<file path="config.mk">
export PLATFORM = sky130hd
export DESIGN_NAME = sprite_mover
export DESIGN_NICKNAME = d
export VERILOG_FILES = /design/src/rtl/sprite_mover.sv
export SDC_FILE = /design/constraint.sdc
export NUM_CORES = 1
export LEC_CHECK = 0
export CORE_MARGIN = 1
export CORE_UTILIZATION = 60
export CTS_CLUSTER_SIZE = 20
export DETAILED_ROUTE_END_ITERATION = 8
export DONT_BUFFER_PORTS = 1
export GPL_TIMING_DRIVEN = 0
export PLACE_DENSITY = 0.77
export RECOVER_POWER = 50
export SYNTH_ARGS = -nofsm -noshare
export SYNTH_HDL_FRONTEND = slang
export SYNTH_SLANG_ARGS = --single-unit
</file>
<file path="constraint.sdc">
create_clock -name iCLK -period 5.5 [get_ports iCLK]
set_clock_uncertainty 0.05 [all_clocks]
set_input_delay 0.275 -clock iCLK [delete_from_list [all_inputs] [get_ports iCLK]]
set_output_delay 0.275 -clock iCLK [all_outputs]
set_load 0.02 [all_outputs]
</file>
<file path="src/rtl/sprite_mover.sv">
// Moves a square sprite on a 640x480 VGA raster from pushbuttons, once per frame,
// and paints sprite, screen border and background into registered RGB outputs.
module sprite_mover #(
  parameter logic [9:0] X0    = 10'd312,
  parameter logic [9:0] Y0    = 10'd232,
  parameter logic [9:0] SIZE  = 10'd16,
  parameter logic [9:0] STEP  = 10'd2,
  parameter logic [9:0] COLOR = 10'h3FF
) (
  input  logic       iCLK,
  input  logic       iRST,
  input  logic [9:0] px,
  input  logic [9:0] py,
  input  logic       iLEFT_N,
  input  logic       iRIGHT_N,
  input  logic       iUP_N,
  input  logic       iDOWN_N,
  input  logic       iCLR,
  output logic [9:0] oRed,
  output logic [9:0] oGreen,
  output logic [9:0] oBlue,
  output logic       oHIT,
  output logic [7:0] oMOVES
);

  localparam logic [9:0] XMAX = 10'd640 - SIZE;
  localparam logic [9:0] YMAX = 10'd480 - SIZE;

  // Button order in the vectors: {left, right, up, down}, active-low.
  logic [3:0] btn_s1_q, btn_s2_q;
  logic [9:0] py_prev_q;
  logic [9:0] x_q, x_d, y_q, y_d;
  logic [7:0] moves_q, moves_d;
  logic       hit_q, hit_d;
  logic [9:0] red_d, green_d, blue_d;
  logic [9:0] nx, ny;
  logic       tick;
  logic       in_sprite, in_border, visible;
  logic [3:0] pressed;

  // Moves one axis by STEP and clamps to [0, lim]; opposing buttons cancel.
  function automatic logic [9:0] step_axis(input logic [9:0] pos, input logic inc,
                                           input logic dec, input logic [9:0] lim);
    logic [10:0] sum;
    sum = {1'b0, pos} + {1'b0, STEP};
    step_axis = pos;
    if (inc && !dec)
      step_axis = (sum > {1'b0, lim}) ? lim : sum[9:0];
    else if (dec && !inc)
      step_axis = (pos < STEP) ? 10'd0 : pos - STEP;
  endfunction

  function automatic logic [7:0] sat_inc(input logic [7:0] v);
    sat_inc = (v == 8'hFF) ? v : v + 8'd1;
  endfunction

  assign pressed = ~btn_s2_q;
  assign tick    = (py == 10'd480) && (py_prev_q != 10'd480);
  assign nx      = step_axis(x_q, pressed[2], pressed[3], XMAX);
  assign ny      = step_axis(y_q, pressed[0], pressed[1], YMAX);

  always_comb begin
    x_d     = x_q;
    y_d     = y_q;
    moves_d = moves_q;
    hit_d   = hit_q;
    if (iCLR) begin
      x_d     = X0;
      y_d     = Y0;
      moves_d = 8'd0;
      hit_d   = 1'b0;
    end else if (tick) begin
      x_d   = nx;
      y_d   = ny;
      hit_d = (nx == 10'd0) || (nx == XMAX) || (ny == 10'd0) || (ny == YMAX);
      if ((nx != x_q) || (ny != y_q))
        moves_d = sat_inc(moves_q);
    end
  end

  // Position only changes at the tick in vertical blanking, so a visible frame never tears.
  always_comb begin
    visible   = (px < 10'd640) && (py < 10'd480);
    in_sprite = ({1'b0, px} >= {1'b0, x_q}) && ({1'b0, px} < ({1'b0, x_q} + {1'b0, SIZE})) &&
                ({1'b0, py} >= {1'b0, y_q}) && ({1'b0, py} < ({1'b0, y_q} + {1'b0, SIZE}));
    in_border = (px < 10'd4) || (px >= 10'd636) || (py < 10'd4) || (py >= 10'd476);
    red_d     = 10'd0;
    green_d   = 10'd0;
    blue_d    = 10'd0;
    if (visible) begin
      if (in_sprite) begin
        red_d   = COLOR;
        green_d = COLOR;
      end else if (in_border) begin
        blue_d  = 10'h3FF;
      end
    end
  end

  always_ff @(posedge iCLK or posedge iRST) begin
    if (iRST) begin
      btn_s1_q  <= 4'hF;
      btn_s2_q  <= 4'hF;
      py_prev_q <= 10'd0;
      x_q       <= X0;
      y_q       <= Y0;
      moves_q   <= 8'd0;
      hit_q     <= 1'b0;
      oRed      <= 10'd0;
      oGreen    <= 10'd0;
      oBlue     <= 10'd0;
    end else begin
      btn_s1_q  <= {iLEFT_N, iRIGHT_N, iUP_N, iDOWN_N};
      btn_s2_q  <= btn_s1_q;
      py_prev_q <= py;
      x_q       <= x_d;
      y_q       <= y_d;
      moves_q   <= moves_d;
      hit_q     <= hit_d;
      oRed      <= red_d;
      oGreen    <= green_d;
      oBlue     <= blue_d;
    end
  end

  assign oHIT   = hit_q;
  assign oMOVES = moves_q;

endmodule

</file>
---- Yosys cells after proc, flatten, opt, wreduce, memory -nomap -nowiden ----
Cells that the tools add are included.
storage, ports and cells
  register bits after elaboration ......... 67
  bits of input ports ..................... 27
  output and inout bits ................... 39
  logic and storage cells ................. 87
cells by class
  add/subtract/negate cells ............... 7
  magnitude comparators ................... 14
  equality and inequality tests ........... 8
  muxes and demuxes ....................... 23
  bitwise operators ....................... 1
  reductions and logical operators ........ 25
operators with widths
  operator               count
  $mux 10                17
  $mux 8                 4
  $add 10x2->11 const B  2
  $add 10x5->11 const B  2
  $lt 10x11->1           2
  $eq 10x9->1 const B    2
  $ge 10x10->1           2
  $logic_not 10->1       2
  $lt 10x2->1 const B    2
  $lt 10x3->1 const B    2
  $ne 10x10->1           2
  $sub 10x2->10 const B  2
  $gt 11x10->1 const B   1
  $gt 11x9->1 const B    1
  $eq 10x10->1 const B   1
  $ge 10x10->1 const B   1
  $ge 10x9->1 const B    1
  $lt 10x10->1 const B   1
  $lt 10x9->1 const B    1
  $ne 10x9->1 const B    1
  $logic_and 1x1->1      9
  $add 8x1->8 const B    1
  $eq 8x8->1 const B     1
  $logic_or 1x1->1       7
  6 further kinds        11

---- Longest topological paths before layout ----
  depth after elaboration ................. 11
  gate-level depth with buffers ........... 15
  gate-level depth less buffers ........... 12

---- Least setup slack after synthesis ----
OpenSTA, ideal clock, no wires.
  path kind ............................... reg-to-reg
  start ................................... reg y_q[2]
  end ..................................... reg moves_q[2], in the netlist oMOVES[2]
  setup time .............................. 0.136 ns
  arrival time ............................ 3.131 ns
  slack ................................... 2.182 ns
  stages on the path, launching flop included .. 16
  cell sequence ........................... dfrtp_1 > buf_2 > inv_1 > ha_1 > clkbuf_1 > nor3b_1 > and4_1 > a221oi_1 > a31oi_1 > o21ba_2 > a2111oi_1 > o2111ai_2 > nor2_2 > buf_4 > or3_1 > a21oi_1
between the ends
  longest elaborated chain between the ends .. 8
  elaborated cells on any way between the ends .. 12
ends and longest elaborated chain
  item                                         RTL line  source
  start, declared                              32        logic [9:0] x_q, x_d, y_q, y_d;
  start signal, assigned                       117       y_q <= y_d;
  $add 10x2->11, or another cell as far along  45        sum = {1'b0, pos} + {1'b0, STEP};
  $gt 11x9->1 or $mux 10 (tied branches)       48, 50
  $mux 10 (on tied branches)                   48, 49
  $mux 10                                      47        if (inc && !dec)
  $ne 10x10->1 *                               76        if ((nx != x_q) || (ny != y_q))
  $logic_or 1x1->1 *                           76
  $reduce_bool 2->1 (no line) *                n/a
  $reduce_and 3->1 (no line) *                 n/a
  end signal, assigned                         118       moves_q <= moves_d;
  end, declared                                33        logic [7:0] moves_q, moves_d;
Mark *: on every way between the ends. The rest lies on a longest branch, timed or not.
A chain may end at the register's enable or synchronous reset.

---- Final worst setup path ----
  start ................................... reg y_q[2]
  end ..................................... reg moves_q[3], in the netlist oMOVES[3]
The elaborated chain is that of the path after synthesis.

==> impl_metrics.json <==
{
  "status": "finished with violations",
  "violations": "max-capacitance violations, max-slew violations",
  "pwr-share-seq_pct": 49.3,
  "synth_top_family_by_area": "simple AND/OR/NAND/NOR gates",
  "ys_seq_elements": 49,
  "drt-total-wl_um": 15900,
  "yosysSeqAreaShare_pct": 24.7,
  "clkTransAtPathRegs_ps": 100,
  "ant_nets": 0,
  "power.switching_uw": 221,
  "startpoint_type": "flop",
  "cp.arrival_ps": 4430,
  "grt.overflow.total": 0,
  "rsz0062_at_grt": "no",
  "core_mm2": 0.00818,
  "fmax_mhz": 233,
  "grt_max_degree": 43,
  "min_period_ps": 4300,
  "drc": 0,
  "io_pins": 66,
  "synth_common_cells": "nand2_1 (56), ha_1 (43), a21oi_1 (35)",
  "synthXorXnorAreaFrac_pct": 3.82,
  "p_leak_uw": 0.00216,
  "pwr-share-comb_pct": 17.4,
  "cpPeakStageDelay_ps": 540,
  "clockBufferDepth": 2,
  "synth.area.mux_share_pct": 1.02,
  "synth_edf_count": 0,
  "hp-class": "in2reg",
  "worst-setup-path-type": "reg2reg",
  "synth_top_cell_by_area": "dfrtp_1",
  "avgSynthCellArea_um2": 8.02,
  "cts_resized": 0,
  "numCtsBuffers": 5,
  "endpoint_kind": "flop",
  "viasPerCell": 6.87,
  "dr.pass1.iters": 5,
  "clk_latency_ps": 320,
  "num_antenna_cells": 0,
  "die_x_um": 93.7,
  "cts_tree": "done",
  "h-tree-depth": 2,
  "start_util_pct": 61.7,
  "cts-root-buf": "clkbuf_8",
  "slew_viol_final": 43,
  "antenna_found_initial": 0,
  "path_cells": "buf_2 -> inv_1 -> ha_1 -> clkbuf_1 -> nor3b_1 -> and4_1 -> a221oi_1 -> a31oi_1 -> o21ba_2 -> a2111oi_1 -> o2111ai_2 -> nor2_2 -> buf_4 -> or3_1 -> a21oi_1",
  "area_growth_pct": 7.74,
  "grt.total_usage_pct": 37.0,
  "synth-simple-area-share_pct": 24.8,
  "drive_above_1_share_pct": 13.3,
  "nNetsFinal": 722,
  "period_share_pct": 78.2,
  "yosys.area_share.adder_pct": 10.7,
  "cellPowerDensity_mw_per_mm2": 140,
  "synthCells": 629,
  "swShare_pct": 29.1,
  "synth_area_leaders": "dfrtp_1 (16%), ha_1 (11%), dfstp_2 (8.3%)",
  "irDropWorstVdd_uv": 118,
  "row_count": 33,
  "fin_cells": 758,
  "pwr-share-clk_pct": 33.3,
  "cp_data_required_time_ps": 5630,
  "post_cts_buffers": 0,
  "max_slew_margin_pct": -54.9,
  "synth_ff_type": "dfrtp_1",
  "synth_nets": 699,
  "crit_slowest_cell": "a2111oi_1",
  "dpl.hpwl_um": 12100,
  "routedWlPerCell_um": 21.0,
  "place.gp.congestion": 0.990,
  "yosysWarnings": 0,
  "crit_fanout": 10,
  "clock-sinks": 49,
  "placedCellCount": 735,
  "synth_area_mm2": 0.00504,
  "numPortBuffers": 0,
  "vias": 5207,
  "yosysMostFrequentCell": "nand2_1",
  "p_int_uw": 539,
  "rr_worst_depth": 15,
  "final_hold_viol_count": 0,
  "die_y_um": 93.7,
  "synth_compound_gate_area_share_pct": 24.8,
  "ctsHoldBuffers": 15,
  "asyncSetResetFlopFracSynth_pct": 100,
  "grt_pass1_vias": 4751,
  "synth_top_area_share_pct": 16.4,
  "ys_types": 78,
  "drtIter0Drc": 559,
  "drv_cap": 1,
  "fillers": 683,
  "setup_tns_ps": 0,
  "tightestPinTransition_ps": 2320,
  "worst_hold_path.num_cells": 2,
  "finalSetupViolCount": 0,
  "die-area_mm2": 0.00878,
  "grt_pass1_wl_um": 24800
}
==> flip-flops by register name (all words and copies together) (netlist names) <==
signal and count:
y_q 10, oMOVES 8, oBlue 1, btn_s2_q 4, oGreen 1, oHIT 1
btn_s1_q 4, py_prev_q 10, x_q 10
==> power groups by stage <==
stage	combinational, uW	clock, uW	sequential (uW)
2_1_floorplan	91.8	0	380
3_3_place_gp	117	0	381
3_5_place_dp	121	0	381
4_1_cts	131	257	375
5_1_grt	144	269	376
6_report	132	253	375
==> layout make-up <==
type	count	area, um2	share of cell area (%)
plain buffers	68	388	7.14
clock buffers	7	96.3	1.77
clock inverters	1	8.76	0.161
inverters	34	128	2.35
multi-input cells	478	3280	60.4
flip-flops and latches	49	1250	22.9
well taps	105	131	2.42
repair buffers	16	154	2.83
==> per-stage QoR <==
step	util (%)	hold WS, ps	worst slack [ps]	cell area, um2	total power (uW)
after floorplan	-	229	2180	5040	472
after global routing	66.5	89.4	1050	5440	788
after global placement	63.3	230	1300	5180	497
after detailed placement	63.6	23.1	1330	5200	502
after CTS	66.7	76.4	1300	5450	763
final	66.5	86.8	1200	5440	760
==> worst paths after layout <==
kind                                       startpoint                    end  slack [ps]
worst max-delay path               y_q[2]$_DFFE_PP0P_  oMOVES[3]$_DFFE_PP0P_        1200
worst min-delay path                            py[9]    oGreen[8]$_DFF_PP0_          90
worst max register to register     y_q[2]$_DFFE_PP0P_  oMOVES[3]$_DFFE_PP0P_        1200
worst min register to register  btn_s1_q[1]$_DFF_PP1_  btn_s2_q[1]$_DFF_PP1_         310
max in group asynchronous                        iRST     y_q[4]$_DFFE_PP0P_        2650
min in group asynchronous                        iRST     x_q[6]$_DFFE_PP0P_         270
==> cells in the final DEF (no fill, tap or decap), types with 16 or more instances in the layout <==
master and count:
nand2_1 56, ha_1 43, a21oi_1 35, o21ai_0 34, dfrtp_1 33, inv_1 32
nor2_1 31, buf_4 29, nor3_1 24, clkbuf_1 24, nand3_1 23, xnor2_1 19
dfstp_2 16
==> logic make-up (layout without fill, tap and decap cells) <==
kind of cell             count (synthesis)  count (layout)
adder cells (fa/ha/maj)                 43              43
AO/OA/AOI/OAI                          181             181
multiplexers                             5               5
AND/OR/NAND/NOR                        227             227
flip-flops                              49              49
buffers and inverters                  102             126
XOR/XNOR                                22              22
==> critical path: cells and delay by family (launching register included) <==
family                     cells  cell delay [ps]
AOI/OAI and AO/OA              6             1750
adders and majority gates      1              300
buffers and inverters          4              980
DFF                            1              480
and+or+nand+nor                4              590
==> metal layers <==
| metal | global-route usage (%) | vias to the layer above | part of all wire, % | wire length, um |
|---|---|---|---|---|
| met1 | 52.0 | 2448 | 43 | 6880 |
| met3 | 8.82 | 41 | 11 | 1780 |
| met4 | 11.0 | 0 | 2.6 | 406 |
| li1 | - | 2368 | - | - |
| met2 | 56.2 | 350 | 43 | 6840 |
| met5 | 0 | - | 0 | 0 |
Note: power is estimated with default switching activity, not from simulation.
